$ cat src/rtl/icache_axi_refill.sv
// icache_axi_refill: AXI4 read-burst refill engine for the instruction cache.
// Takes a line-fill request, issues one AR burst, collects the R beats into a
// full cache line and pulses o_mem_done with the assembled line.
// Optional build macro: ICACHE_CRITICAL_WORD_FIRST_EN (WRAP burst starting at
// the requested word; beats are steered so o_line_data stays in natural order).
//
// Handshakes: a transfer happens on a rising clock edge where valid and ready
// are both high. o_arvalid is raised in AR and held, with o_araddr stable,
// until i_arready; o_rready is high for the whole RDATA state and a beat is
// taken on every edge with i_rvalid high there.
module icache_axi_refill #(
  parameter int ADDR_WIDTH     = 64,
  parameter int LINE_WIDTH     = 256,
  parameter int AXI_DATA_WIDTH = 64,
  parameter int AXI_ID_WIDTH   = 4,
  parameter int AXI_ID         = 0
) (
  input  logic                      i_clk,
  input  logic                      i_rst_n,
  input  logic                      i_mem_req,
  input  logic [ADDR_WIDTH-1:0]     i_mem_addr,
  output logic                      o_mem_done,
  output logic [LINE_WIDTH-1:0]     o_line_data,
  output logic                      o_bus_err,
  output logic                      o_arvalid,
  input  logic                      i_arready,
  output logic [ADDR_WIDTH-1:0]     o_araddr,
  output logic [7:0]                o_arlen,
  output logic [2:0]                o_arsize,
  output logic [1:0]                o_arburst,
  output logic [AXI_ID_WIDTH-1:0]   o_arid,
  input  logic                      i_rvalid,
  output logic                      o_rready,
  input  logic [AXI_DATA_WIDTH-1:0] i_rdata,
  input  logic [1:0]                i_rresp,
  input  logic                      i_rlast,
  output logic [1:0]                o_dbg_state
);

  localparam int BEATS    = LINE_WIDTH / AXI_DATA_WIDTH;
  localparam int CNT_W    = (BEATS > 1) ? $clog2(BEATS) : 1;
  localparam int BYTE_OFF = $clog2(AXI_DATA_WIDTH / 8);
  localparam int LINE_OFF = $clog2(LINE_WIDTH / 8);

  localparam logic [1:0] S_IDLE  = 2'd0;
  localparam logic [1:0] S_AR    = 2'd1;
  localparam logic [1:0] S_RDATA = 2'd2;
  localparam logic [1:0] S_DONE  = 2'd3;

  logic [1:0]            state_q,   state_d;
  logic [ADDR_WIDTH-1:0] araddr_q,  araddr_d;
  logic [LINE_WIDTH-1:0] line_q,    line_d;
  logic [CNT_W-1:0]      cnt_q,     cnt_d;
  logic [CNT_W-1:0]      start_q,   start_d;
  logic                  bus_err_q, bus_err_d;

  logic [ADDR_WIDTH-1:0] req_araddr;
  logic [CNT_W-1:0]      req_start;
  logic [CNT_W-1:0]      slot;
  logic                  last_beat;
  logic                  unused_addr_bits;

`ifdef ICACHE_CRITICAL_WORD_FIRST_EN
  // Burst starts at the requested word and wraps inside the line.
  assign req_araddr       = {i_mem_addr[ADDR_WIDTH-1:BYTE_OFF], {BYTE_OFF{1'b0}}};
  assign req_start        = i_mem_addr[LINE_OFF-1:BYTE_OFF];
  assign o_arburst        = 2'b10;
  assign unused_addr_bits = ^i_mem_addr[BYTE_OFF-1:0];
`else
  // Burst always starts at the line base; the offset bits carry no meaning.
  assign req_araddr       = {i_mem_addr[ADDR_WIDTH-1:LINE_OFF], {LINE_OFF{1'b0}}};
  assign req_start        = '0;
  assign o_arburst        = 2'b01;
  assign unused_addr_bits = ^i_mem_addr[LINE_OFF-1:0];
`endif

  // Constant burst shape and the state-decoded handshake outputs.
  assign o_arlen     = 8'(BEATS - 1);
  assign o_arsize    = 3'(BYTE_OFF);
  assign o_arid      = AXI_ID_WIDTH'(AXI_ID);
  assign o_arvalid   = (state_q == S_AR);
  assign o_rready    = (state_q == S_RDATA);
  assign o_mem_done  = (state_q == S_DONE);
  assign o_araddr    = araddr_q;
  assign o_line_data = line_q;
  assign o_bus_err   = bus_err_q;
  assign o_dbg_state = state_q;

  // Beat slot in the line (rotated by the start word when wrapping) and
  // whether the current beat is the last one the line expects.
  assign slot      = start_q + cnt_q;
  assign last_beat = (cnt_q == CNT_W'(BEATS - 1));

  // Next-state and datapath update for the refill sequence.
  always_comb begin
    state_d   = state_q;
    araddr_d  = araddr_q;
    line_d    = line_q;
    cnt_d     = cnt_q;
    start_d   = start_q;
    bus_err_d = bus_err_q;
    case (state_q)
      S_IDLE: begin
        if (i_mem_req) begin
          araddr_d = req_araddr;
          start_d  = req_start;
          cnt_d    = '0;
          line_d   = '0;
          state_d  = S_AR;
        end
      end
      S_AR: begin
        if (i_arready) begin
          state_d = S_RDATA;
        end
      end
      S_RDATA: begin
        if (i_rvalid) begin
          for (int k = 0; k < BEATS; k++) begin
            if (slot == CNT_W'(k)) begin
              line_d[k*AXI_DATA_WIDTH +: AXI_DATA_WIDTH] = i_rdata;
            end
          end
          cnt_d = cnt_q + CNT_W'(1);
          // Error response or a burst length that disagrees with the line
          // size is flagged, but the line is still handed back.
          if (i_rresp != 2'b00) begin
            bus_err_d = 1'b1;
          end
          if (i_rlast != last_beat) begin
            bus_err_d = 1'b1;
          end
          if (i_rlast || last_beat) begin
            state_d = S_DONE;
          end
        end
      end
      S_DONE: begin
        state_d = S_IDLE;
      end
      default: begin
        state_d = S_IDLE;
      end
    endcase
  end

  // State and datapath registers with asynchronous active-low reset.
  always_ff @(posedge i_clk or negedge i_rst_n) begin
    if (!i_rst_n) begin
      state_q   <= S_IDLE;
      araddr_q  <= '0;
      line_q    <= '0;
      cnt_q     <= '0;
      start_q   <= '0;
      bus_err_q <= 1'b0;
    end else begin
      state_q   <= state_d;
      araddr_q  <= araddr_d;
      line_q    <= line_d;
      cnt_q     <= cnt_d;
      start_q   <= start_d;
      bus_err_q <= bus_err_d;
    end
  end

endmodule

$ cat config.mk
export PLATFORM = sky130hd
export DESIGN_NAME = icache_axi_refill
export DESIGN_NICKNAME = d
export VERILOG_FILES = /design/src/rtl/icache_axi_refill.sv
export SDC_FILE = /design/constraint.sdc
export NUM_CORES = 1
export LEC_CHECK = 0
export ABC_AREA = 1
export ABC_CLOCK_PERIOD_IN_PS = 1600
export CORE_MARGIN = 2
export CORE_UTILIZATION = 35
export CTS_BUF_LIST = sky130_fd_sc_hd__clkbuf_16
export CTS_CLUSTER_SIZE = 8
export DETAILED_ROUTE_END_ITERATION = 6
export MAX_ROUTING_LAYER = met4
export PLACE_DENSITY = 0.63
export SYNTH_ARGS = -nofsm -noshare
export SYNTH_HDL_FRONTEND = slang
export SYNTH_SLANG_ARGS = --single-unit
$ cat constraint.sdc
create_clock -name i_clk -period 1.6 [get_ports i_clk]
set_input_delay 0.16 -clock i_clk [delete_from_list [all_inputs] [get_ports i_clk]]
set_output_delay 0.16 -clock i_clk [all_outputs]
set_load 0.01 [all_outputs]
==> metrics.md <==
| Metric | Value |
|---|---|
| Leading area contributor after synthesis | dfrtp_1 |
| Largest buffer count on any clock path | 3 |
| Routed Antenna Nets | 0 |
| CTS buffer count | 46 |
| Clk pin slew, worst setup/hold paths | 0.05 ns |
| Crit path capture type | flip-flop |
| Vias in the first global route | 12.84k |
| Largest net degree at the start of global routing | 61 |
| Die area | 0.04098 mm2 |
| FF-to-FF path depth | 10 |
| Synth Area in Compound Gates | 0.001634 |
| Post-Syn Area | 0.01378 mm2 |
| Synth Instances | 1586 |
| Crit Path Class | reg -> reg |
| Clock skew | 0.01733 ns |
| Violations in the final reports | negative setup slack |
| Avg Cell Area, Syn | 8.689 um2 |
| Die height | 202.4 um |
| Io pins | 479 |
| Clock root cell | clkbuf_16 |
| Via/cell ratio | 4.896 |
| Final setup fails | 382 |
| Critical path startpoint category | flip-flop |
| Synthesis-stage register bit count | 320 |
| R2R Setup Slk | -0.1 ns |
| Sequential element share of the synthesized area | 0.5811 |
| Clock Sinks | 320 |
| WP data arrival | 2.14 ns |
| Post-synthesis cell type count | 22 |
| Worst Setup Slack, final | -0.09972 ns |
| GRT Residual Overflow | 0 |
| GR Util met2 | 0.3874 |
| Run status | finished with violations |
| Largest cells by area after synthesis | dfrtp_1 (58%), nand2_1 (19%), nand3_1 (12%) |
| CTS tree | yes |
| Period minus WS final | 1.700 ns |
| RSZ-0062 raised after global routing | true |
| Slew Viols, Final | 0 |
| WL final | 49740 um |
| Power Density | 2443 mW/mm2 |
| Core area | 0.03874 mm2 |
| Peak supply drop | 1.131 mV |
| Total track usage | 0.2406 |
| Worst-skew pair later-pin latency | 0.55 ns |
| Met3 Usage GRT | 0.05740 |
| # DRC | 0 |
| Mux cell area share after synthesis | 0 |
| Rows | 72 |
| Nets | 2225 |
| Layout cells sized above 1 | 0.09890 |
| XOR/XNOR share of the synthesized area | 0 |
| Critical Path RT | 2.04 ns |
| Grt peak-use layer | met2 |
| Worst Hold Class | in -> async |
| Crit path max fanout | 13 |
| H-tree Lvls | 2 |
| Die width | 202.4 um |
| Post-DP HPWL | 33420 um |
| Largest family of logic cells by synthesized area | simple AND/OR/NAND/NOR gates |
| Setup WS pre-CTS | -0.09927 ns |
| Highest Clock Rate | 588.3 MHz |
| Initial Util | 0.3557 |
| Adder-cell share of the synthesized area | 0.009079 |
| Synth Area in Simple Gates | 0.3210 |
| Reg2reg start | o_dbg_state[0] |
| First-pass GRT wire length | 74070 um |
| Worst hold slack | 0.1099 ns |
| Area delta synth->final | 51.21% |
| Met1 GRT Util | 0.2941 |
| Final hold vios | 0 |
| Post-synth top area share | 0.5811 |
| Max-capacitance violation count | 0 |
| Antenna violations before repair | 2 |
| Leak | 0.01132 uW |
| Tot Pwr | 50900 uW |
| Vias | 12.74k |
| Reg-to-reg endpoint | o_line_data[46] |
| Final GP Congestion | 0.8724 |
| Detailed Route Iter0 Violations | 795 |
| Synth warnings | 0 |
| Routed len/inst | 19.11 um |
| I/O Buffers | 451 |
| DRT Pass-1 Iters | 5 |
| Final period util | 1.062 |
==> layout by cell type, fill, tap and decap left out, types with 2 or more instances in the layout <==
master           instances
inv_4                    2
o21ai_0                  3
buf_8                    4
conb_1                  22
nor2_4                   4
nand2_2                 12
clkdlybuf4s50_1        332
nand2_4                  3
nand2_1                695
buf_16                   5
buf_6                    9
dfrtp_2                  4
inv_6                    2
nand3_1                318
buf_4                   42
dlygate4sd2_1          112
dfrtp_1                316
buf_12                  37
clkdlybuf4s15_1          2
nor2_2                   4
ha_1                     7
ha_4                     3
diode_2                  2
inv_1                   66
inv_2                   10
buf_2                    2
clkbuf_16               55
nand2_8                  3
==> worst max-delay path by stage <==
| stage | startpoint | to | slack [ns] | cells past startpoint |
|---|---|---|---|---|
| 6_report | o_dbg_state[0] | o_line_data[46] | -0.1 | 10 |
| 5_1_grt | o_dbg_state[0] | o_line_data[46] | -0.18 | 10 |
| 4_1_cts | o_dbg_state[1] | o_line_data[84] | -0.13 | 10 |
| 3_5_place_dp | o_dbg_state[0] | o_line_data[123] | -0.1 | 8 |
| 3_3_place_gp | o_dbg_state[0] | o_line_data[126] | -0.07 | 8 |
| 2_1_floorplan | o_dbg_state[0] | o_line_data[36] | 0.004 | 9 |
==> registers in the layout, summed over array words and instances, names as in the netlist <==
signal,cells
o_bus_err,1
o_line_data,256
o_araddr,59
o_dbg_state,2
cnt_q,2
==> cell usage after synthesis <==
library cell  count
buf_2            39
buf_4            57
buf_6            20
clkbuf_1         14
conb_1            2
dfrtp_1         320
ha_1             10
inv_1            73
inv_2             2
inv_8             1
nand2_1         706
nand2_2           2
nand2_4           5
nand3_1         319
nand3b_1          1
nor2_2            4
nor2_4            4
nor2_8            1
nor3_1            1
o21ai_0           3
o21bai_1          1
or2_2             1
==> critical path, stage by stage (launching register included) <==
cell and delay [ns]:
dfrtp_2 0.42, inv_4 0.08, ha_4 0.16, buf_12 0.14, inv_4 0.05, nor2_2 0.13, nor2_4 0.07, buf_4 0.16
clkbuf_16 0.18, nand3_1 0.11, nand2_1 0.07
==> final cells by class <==
cell class | instances | area, um2
antenna | 2 | 5.005
clock buffer | 47 | 1176
timing repair buffer | 554 | 5899
multi-input combinational | 1080 | 4756
inverter | 76 | 302.8
tap | 518 | 648.1
clock inverter | 5 | 28.78
sequential | 320 | 8013
fill | 3585 | 17900
timing repair inverter | 1 | 8.758
==> per-layer routing <==
metal	routed length (um)	share of wire
met4	1718	0.035
met1	19970	0.40
met3	3977	0.080
met2	24070	0.48
met5	0	0
==> cell families after synthesis <==
family,count (synthesis)
compound gates,4
fa+ha+maj,10
buf+inv,206
flops,320
other cells,2
simple gates,1044
==> where the power goes <==
part | switching (uW) | internal (uW)
clock | 3400 | 5130
sequential | 2410 | 12100
combinational | 15300 | 12600
==> what timing repair did <==
item / 4_1_cts / 5_1_grt
endpoints found under the setup margin: 541 / 467
hold endpoints to repair: 249 / 0
gates cloned: 4 / 9
gates resized for setup: 155 / 30
buffers inserted: 4 / 3
pin swaps: 3 / 1
hold buffers: 1 / 0
==> metrics by stage <==
| stage | setup TNS, ns | area (um2) | utilization | cells |
|---|---|---|---|---|
| 2_1_floorplan | 0 | 13870 | - | 1606 |
| 3_3_place_gp | -4.543 | 19200 | 0.4956 | 2528 |
| 3_5_place_dp | -7.910 | 19200 | 0.4956 | 2528 |
| 4_1_cts | -33.71 | 20500 | 0.5293 | 2589 |
| 5_1_grt | -43.67 | 20840 | 0.5379 | 2602 |
| 6_report | -14.14 | 20840 | 0.5379 | 2603 |
(Power assumes the default switching activity.)
